### src/rtl/vga_timing_pkg.sv
// Shared 640x480@60 raster constants for the timing generator and the renderers.
package vga_timing_pkg;

  localparam int unsigned VGA_H_DISPLAY = 640;
  localparam int unsigned VGA_H_FRONT   = 16;
  localparam int unsigned VGA_H_SYNC    = 96;
  localparam int unsigned VGA_H_BACK    = 48;
  localparam int unsigned VGA_V_DISPLAY = 480;
  localparam int unsigned VGA_V_BOTTOM  = 10;
  localparam int unsigned VGA_V_SYNC    = 2;
  localparam int unsigned VGA_V_TOP     = 33;

  localparam int unsigned VGA_H_TOTAL =
      VGA_H_DISPLAY + VGA_H_FRONT + VGA_H_SYNC + VGA_H_BACK;
  localparam int unsigned VGA_V_TOTAL =
      VGA_V_DISPLAY + VGA_V_BOTTOM + VGA_V_SYNC + VGA_V_TOP;

  localparam logic SYNC_ACTIVE_LOW = 1'b0;

  localparam int unsigned POS_W = 10;

endpackage

### src/rtl/sync_delay_line.sv
// Enable-gated shift register with async active-low reset to a per-bit value.
module sync_delay_line #(
  parameter int unsigned      Width    = 3,
  parameter int unsigned      Depth    = 0,
  parameter logic [Width-1:0] ResetVal = '0
) (
  input  logic             clk,
  input  logic             rst_n,
  input  logic             ena,
  input  logic [Width-1:0] din,
  output logic [Width-1:0] dout
);

  if (Depth == 0) begin : g_bypass
    logic unused_ctrl;
    assign unused_ctrl = ^{clk, rst_n, ena};
    assign dout = din;
  end else begin : g_pipe
    logic [Width-1:0] stage_q [Depth];

    always_ff @(posedge clk or negedge rst_n) begin
      if (!rst_n) begin
        for (int i = 0; i < int'(Depth); i++) begin
          stage_q[i] <= ResetVal;
        end
      end else if (ena) begin
        stage_q[0] <= din;
        for (int i = 1; i < int'(Depth); i++) begin
          stage_q[i] <= stage_q[i-1];
        end
      end
    end

    assign dout = stage_q[Depth-1];
  end

endmodule

### src/rtl/vga_timing_gen.sv
// Raster counters, registered sync/enable/strobe decode and frame counter for the VGA path.
module vga_timing_gen
  import vga_timing_pkg::*;
#(
  parameter int unsigned H_DISPLAY   = VGA_H_DISPLAY,
  parameter int unsigned H_FRONT     = VGA_H_FRONT,
  parameter int unsigned H_SYNC      = VGA_H_SYNC,
  parameter int unsigned H_BACK      = VGA_H_BACK,
  parameter int unsigned V_DISPLAY   = VGA_V_DISPLAY,
  parameter int unsigned V_BOTTOM    = VGA_V_BOTTOM,
  parameter int unsigned V_SYNC      = VGA_V_SYNC,
  parameter int unsigned V_TOP       = VGA_V_TOP,
  parameter logic        SYNC_ACTIVE = SYNC_ACTIVE_LOW,
  parameter int unsigned PIPE_DLY    = 0
) (
  input  logic        clk,
  input  logic        rst_n,
  input  logic        ena,
  output logic [9:0]  hpos,
  output logic [9:0]  vpos,
  output logic        hsync,
  output logic        vsync,
  output logic        display_on,
  output logic        line_start,
  output logic        frame_start,
  output logic        frame_tick,
  output logic [15:0] frame_count,
  output logic        hsync_d,
  output logic        vsync_d,
  output logic        display_on_d
);

  localparam int unsigned H_TOTAL = H_DISPLAY + H_FRONT + H_SYNC + H_BACK;
  localparam int unsigned V_TOTAL = V_DISPLAY + V_BOTTOM + V_SYNC + V_TOP;

  if (H_TOTAL > 1024 || V_TOTAL > 1024) begin : g_bad_total
    $error("vga_timing_gen: H_TOTAL/V_TOTAL must not exceed 1024");
  end
  if (PIPE_DLY > 7) begin : g_bad_dly
    $error("vga_timing_gen: PIPE_DLY must be in 0..7");
  end

  localparam logic [POS_W-1:0] H_LAST   = POS_W'(H_TOTAL - 1);
  localparam logic [POS_W-1:0] V_LAST   = POS_W'(V_TOTAL - 1);
  localparam logic [POS_W-1:0] H_VIS    = POS_W'(H_DISPLAY);
  localparam logic [POS_W-1:0] V_VIS    = POS_W'(V_DISPLAY);
  localparam logic [POS_W-1:0] HS_FIRST = POS_W'(H_DISPLAY + H_FRONT);
  localparam logic [POS_W-1:0] HS_LAST  = POS_W'(H_DISPLAY + H_FRONT + H_SYNC - 1);
  localparam logic [POS_W-1:0] VS_FIRST = POS_W'(V_DISPLAY + V_BOTTOM);
  localparam logic [POS_W-1:0] VS_LAST  = POS_W'(V_DISPLAY + V_BOTTOM + V_SYNC - 1);

  logic [POS_W-1:0] hpos_q, vpos_q, hpos_d, vpos_d;
  logic             hsync_q, vsync_q, display_on_q;
  logic             hsync_n, vsync_n, display_on_n;
  logic             line_start_q, frame_start_q, frame_tick_q;
  logic             line_start_n, frame_start_n, frame_tick_n;
  logic [15:0]      frame_count_q;
  // Distinguishes the reset-parked position from a genuine end of frame.
  logic             started_q;

  always_comb begin
    hpos_d = hpos_q + POS_W'(1);
    vpos_d = vpos_q;
    if (hpos_q == H_LAST) begin
      hpos_d = '0;
      vpos_d = (vpos_q == V_LAST) ? '0 : vpos_q + POS_W'(1);
    end

    // Decode from the next position so the registered flags line up with hpos/vpos.
    hsync_n       = (hpos_d >= HS_FIRST && hpos_d <= HS_LAST) ? SYNC_ACTIVE : ~SYNC_ACTIVE;
    vsync_n       = (vpos_d >= VS_FIRST && vpos_d <= VS_LAST) ? SYNC_ACTIVE : ~SYNC_ACTIVE;
    display_on_n  = (hpos_d < H_VIS) && (vpos_d < V_VIS);
    line_start_n  = (hpos_d == '0);
    frame_start_n = line_start_n && (vpos_d == '0);
    frame_tick_n  = line_start_n && (vpos_d == V_VIS);
  end

  always_ff @(posedge clk or negedge rst_n) begin
    if (!rst_n) begin
      hpos_q        <= H_LAST;
      vpos_q        <= V_LAST;
      hsync_q       <= ~SYNC_ACTIVE;
      vsync_q       <= ~SYNC_ACTIVE;
      display_on_q  <= 1'b0;
      line_start_q  <= 1'b0;
      frame_start_q <= 1'b0;
      frame_tick_q  <= 1'b0;
      frame_count_q <= '0;
      started_q     <= 1'b0;
    end else if (ena) begin
      hpos_q        <= hpos_d;
      vpos_q        <= vpos_d;
      hsync_q       <= hsync_n;
      vsync_q       <= vsync_n;
      display_on_q  <= display_on_n;
      line_start_q  <= line_start_n;
      frame_start_q <= frame_start_n;
      frame_tick_q  <= frame_tick_n;
      started_q     <= 1'b1;
      if (frame_start_n && started_q) begin
        frame_count_q <= frame_count_q + 16'd1;
      end
    end
  end

  assign hpos        = hpos_q;
  assign vpos        = vpos_q;
  assign hsync       = hsync_q;
  assign vsync       = vsync_q;
  assign display_on  = display_on_q;
  assign line_start  = line_start_q;
  assign frame_start = frame_start_q;
  assign frame_tick  = frame_tick_q;
  assign frame_count = frame_count_q;

  localparam logic [2:0] DLY_RESET = {~SYNC_ACTIVE, ~SYNC_ACTIVE, 1'b0};

  logic [2:0] dly_out;

  sync_delay_line #(
    .Width    (3),
    .Depth    (PIPE_DLY),
    .ResetVal (DLY_RESET)
  ) u_sync_delay_line (
    .clk   (clk),
    .rst_n (rst_n),
    .ena   (ena),
    .din   ({hsync_q, vsync_q, display_on_q}),
    .dout  (dly_out)
  );

  assign {hsync_d, vsync_d, display_on_d} = dly_out;

endmodule

### config.mk
export PLATFORM = sky130hd
export DESIGN_NAME = vga_timing_gen
export DESIGN_NICKNAME = d
export VERILOG_FILES = /design/src/rtl/vga_timing_pkg.sv /design/src/rtl/sync_delay_line.sv /design/src/rtl/vga_timing_gen.sv
export SDC_FILE = /design/constraint.sdc
export NUM_CORES = 1
export LEC_CHECK = 0
export BUFFER_PORTS_ARGS = -buffer_cell sky130_fd_sc_hd__buf_2
export CAP_MARGIN = 10
export CORE_MARGIN = 2
export CORE_UTILIZATION = 29
export DETAILED_ROUTE_END_ITERATION = 6
export GPL_TIMING_DRIVEN = 0
export SYNTH_ARGS = -nofsm -noshare
export SYNTH_HDL_FRONTEND = slang
export SYNTH_HIERARCHICAL = 1
export SYNTH_SLANG_ARGS = --single-unit
### constraint.sdc
create_clock -name clk -period 7.11 [get_ports clk]
set_clock_uncertainty 0.1 [all_clocks]
set_input_delay 1.422 -clock clk [delete_from_list [all_inputs] [get_ports clk]]
set_output_delay 1.422 -clock clk [all_outputs]
set_load 0.03 [all_outputs]
### Word level (Yosys, flattened, before mapping)

Cells that the tools add are included.

* register bits after elaboration: 43
* word-level logic and storage cells: 36
* output and inout port bits: 45
* input port bits: 3

* add/subtract/negate cells: 3
* equal/unequal tests: 3
* multiplexer cells: 5
* reduce and logical (&&, ||, !) cells: 9
* magnitude comparators: 6

Operators by type and width (number)
* $mux 10: 3
* $add 10x1->10 const B: 2
* $eq 10x10->1 const B: 2
* $logic_not 10->1: 2
* $add 16x1->16 const B: 1
* $eq 10x9->1 const B: 1
* $ge 10x10->1 const B: 1
* $ge 10x9->1 const B: 1
* $le 10x10->1 const B: 1
* $le 10x9->1 const B: 1
* $lt 10x10->1 const B: 1
* $lt 10x9->1 const B: 1
* $logic_and 1x1->1: 6
* $mux 1: 2
* $reduce_and 2->1: 1

### Longest topological paths before layout

* word-level depth: 7
* gate-level depth with buffers: 11
* gate-level depth less buffers: 9

### Hierarchy

Netlist, hierarchy kept.

Modules (own cells, without submodules)
* vga_timing_gen: instances 1, area each 2830.2 um2, cells an instance 305
* sync_delay_line: instances 1, area each 22.5 um2, cells an instance 3

### Worst setup path before layout

OpenSTA, ideal clock, no wires.

* path type: flip-flop to flip-flop
* start point: register hpos_q[1], in the netlist hpos[1]
* end point: register frame_count_q[1], in the netlist frame_count[1]
* buffers on the path: 1
* setup slack: 3756 ps
* arrival: 3129 ps
* setup time: 125 ps
* required time: 6885 ps
* cell stages (with the launch flop): 10
* clock period less this slack: 3354 ps
* path through: dfstp_2 ha_1 nand4_1 or3_1 buf_2 o41ai_1 o221ai_2 nor4_4 nand2_2 mux2_4

* cells in the longest elaborated chain, start to end: 6
* elaborated cells between the ends (all ways): 9

Ends and longest elaborated chain
* start, declared: line vga_timing_gen.sv:52 `logic [POS_W-1:0] hpos_q, vpos_q, hpos_d, vpos_d;`
* start signal, assigned: line vga_timing_gen.sv:91 `hpos_q <= hpos_d;`
* $add 10x1->10 or $eq 10x10->1 (tied branches): line vga_timing_gen.sv:62, vga_timing_gen.sv:64
* $mux 10: line vga_timing_gen.sv:64 `if (hpos_q == H_LAST) begin`
* $logic_not 10->1 (on tied branches): line vga_timing_gen.sv:73, vga_timing_gen.sv:74
* $logic_and 1x1->1 *: line vga_timing_gen.sv:74 `frame_start_n = line_start_n && (vpos_d == '0);`
* $logic_and 1x1->1 *: line vga_timing_gen.sv:100 `if (frame_start_n && started_q) begin`
* $reduce_and 2->1 (no source line) *
* end signal, assigned: line vga_timing_gen.sv:101 `frame_count_q <= frame_count_q + 16'd1;`
* end, declared: line vga_timing_gen.sv:57 `logic [15:0] frame_count_q;`

Every way passes the cells marked *; elsewhere a longest branch is shown, timed or not.
A chain may end at the register's enable or synchronous reset.

### Worst setup path in the final report

* start point: register hpos_q[1], in the netlist hpos[1]
* end point: register frame_count_q[3], in the netlist frame_count[3]

The elaborated chain is that of the path after synthesis.

==> summary.md <==
| Metric | Value |
|---|---|
| Run status | finished clean |
| CTS max path bufs | 2 |
| Crit path DAT | 3900 ps |
| Endpoints failing setup | 0 |
| Clock H-tree levels | 2 |
| Prevailing post-synth register cell | dfrtp_1 |
| Worst skew pair latency | 300 ps |
| Worst VDD drop | 135.2 µV |
| # IOs | 48 |
| CTS tree | yes |
| Setup CP Type | reg -> reg |
| GRT Resource Usage Total | 0.1432 |
| Row cnt | 36 |
| Seq/Total Area, Yosys | 0.3825 |
| Vias per cell | 5.018 |
| Critical Path RT | 7190 ps |
| Placeable core area | 9639 µm² |
| CP max FO | 10 |
| Layout cell share with drive strength beyond 1 | 0.2893 |
| HPWL after DPL | 5380 µm |
| Crit path launch type | register |
| Final ANT Viol Nets | 0 |
| Cell Chain, Critical Path | ha_1, nand4_1, or3_1, buf_2, o41ai_1, o221ai_2, nor4_4, buf_6, nand3_2, xnor2_1 |
| Fin crit share | 0.5382 |
| Asr flop ratio synth | 1.000 |
| First DRT Iteration DRCs | 137 |
| Worst min path class | reg -> reg |
| Synth Warn # | 6 |
| Power Internal | 0.4343 mW |
| Fin crit period | 3827 ps |
| Max-Cap Viols | 0 |
| Fmax | 0.2613 GHz |
| Port buffer count | 47 |
| Avg Inst Size Synth | 9.262 µm² |
| Vias in the first global route | 2343 |
| Gate Count Post-Synth | 308 |
| PwrDens | 213.6 nW/µm² |
| Lkg Pwr | 1.443 nW |
| Die ar. | 10650 µm² |
| Worst slew margin | 0.3361 |
| Die X-Extent | 103.2 µm |
| RSZ-0062 raised after global routing | false |
| Vias | 2489 |
| Sequential share of power | 0.419 |
| Final Net Count | 371 |
| Switching Fraction | 0.3912 |
| Critical path's top delay family | simple AND/OR/NAND/NOR gates |
| Hold wc startpoint | frame_count[15] |
| Total routed wirelength | 7349 µm |
| Layout fillers | 1035 |
| Layout area overhead | 17.06% |
| Critical R2R Launch | hpos[1] |
| Final hold vios | 0 |
| Clock Sinks | 43 |
| # DRC | 0 |
| CP Buf/Inv Count | 2 |
| Antenna violations before repair | 0 |
| Combinational power share | 0.357 |
| Switching power | 0.2791 mW |
| Actual slew at the worst max-slew pin | 995.8 ps |
| Post-synth net total | 317 |
| Post-synth EDFFs | 0 |
| CP peak stage delay | 620 ps |
| Starting Density | 0.2960 |
| Post-CTS setup buffers | 0 |
| Final-report max-slew violation count | 0 |
| Wire length per cell | 14.82 µm |
| Post-Syn Area | 2853 µm² |
| Detailed Routing Iterations Pass 1 | 4 |
| CTS Buf Count | 5 |
| Clock power share | 0.224 |
| Worst-path clk slew | 80 ps |
| Setup_tns | 0 ps |
| GR Overflow Total | 0 |
| Slowest stage cell, crit path | dfstp_2 |
| Post_cts resized | 0 |
| Crit. End Element | register |
| Yosys reg bits | 43 |
| Post-CTS Hold Fix Bufs | 0 |
| Netlist cell types | 63 |
| First-pass GRT wire length | 11990 µm |
| Hold Slack | 372.4 ps |
| # diodes | 0 |
| Root buf cell | clkbuf_8 |
| Largest net degree at the start of global routing | 44 |
| RD Place Congestion | 0.8922 |
| DIE HEIGHT | 103.2 µm |
| Design Power | 0.7133 mW |
| Critical Path Start | hpos[1] |
==> placed cells by master, fill, tap and decap left out, types with 11 or more instances in the layout <==
cell type	instances
nand3_1	15
clkbuf_1	13
and3_1	13
xnor2_1	26
dfstp_2	12
dfrtp_1	31
buf_2	53
inv_1	11
a21oi_1	13
nor2_1	20
nand2_1	19
o21ai_0	12
==> cells by family (layout without fill, tap and decap cells) <==
group | after synthesis | in the layout | share of synthesized area
adder cells (fa/ha/maj) | 6 | 6 | 0.02632
AO/OA/AOI/OAI | 60 | 60 | 0.1500
multiplexers | 4 | 4 | 0.01623
XOR/XNOR | 29 | 29 | 0.08904
flip-flops | 43 | 43 | 0.3825
AND/OR/NAND/NOR | 129 | 129 | 0.2702
buffers and inverters | 37 | 92 | 0.06579
==> layer usage <==
| layer | track usage | wire (µm) | vias to the layer above | share of wire |
|---|---|---|---|---|
| met2 | 0.2208 | 3493 | 63 | 0.48 |
| met3 | 0.02688 | 318 | 13 | 0.043 |
| met1 | 0.1997 | 3398 | 1194 | 0.46 |
| li1 | - | - | 1219 | - |
| met5 | 0 | 0 | - | 0 |
| met4 | 0.05466 | 139 | 0 | 0.019 |
==> per-stage QoR <==
stage / instance area, µm² / worst slack [ps] / std cells / utilization
2_1_floorplan: 2853 / 3756 / 308 / -
6_report: 3339 / 3283 / 496 / 0.3464
3_3_place_gp: 3254 / 3324 / 488 / 0.3376
5_1_grt: 3339 / 3041 / 496 / 0.3464
4_1_cts: 3339 / 3290 / 496 / 0.3464
3_5_place_dp: 3254 / 3318 / 488 / 0.3376
==> state kept, by name (all words and copies together), names as in the netlist <==
signal and count:
frame_count 16, hpos 10, vpos 10, display_on 1, frame_start 1, frame_tick 1, hsync 1, line_start 1
started_q 1, vsync 1
==> power by group through the flow <==
stage	Combinational [mW]	Clock, mW	Sequential, mW
global route	0.280	0.181	0.305
global placement	0.249	0	0.305
detailed placement	0.254	0	0.303
CTS	0.255	0.166	0.300
finish	0.255	0.159	0.299
floorplan	0.146	0	0.344
==> synth_stat cells (6+ instances only) <==
cell type | number | share of area
nor3_1 | 10 | 0.018
nand4_1 | 9 | 0.020
xnor2_1 | 26 | 0.080
nor2_1 | 20 | 0.026
clkbuf_1 | 12 | 0.016
nand3_1 | 15 | 0.026
buf_2 | 6 | 0.011
dfstp_2 | 12 | 0.11
inv_1 | 11 | 0.014
nand3_2 | 9 | 0.032
dfrtp_1 | 31 | 0.27
and3_1 | 13 | 0.029
ha_1 | 6 | 0.026
nand2_1 | 19 | 0.025
o21ai_0 | 12 | 0.021
a21oi_1 | 13 | 0.023
==> layout make-up <==
cell class,count,area [µm²],area share
multi-input cells,228,1574,0.4713
well taps,133,166.4,0.04983
clock buffers,6,72.57,0.02173
inverters,11,41.29,0.01236
repair buffers,47,235.2,0.07044
clock inverters,2,12.51,0.003747
plain buffers,26,146.4,0.04384
flip-flops and latches,43,1091,0.3267
==> path summary, 6_finish.rpt <==
path,end,slack (ps),depth (start not counted)
max,frame_count[3],3280,10
min,frame_count[15],370,1
max reg2reg,frame_count[3],3280,10
min reg2reg,frame_count[15],370,1
max in group asynchronous,line_start,5110,1
min in group asynchronous,frame_count[15],1180,1
Power figures use the tool's default switching activity.
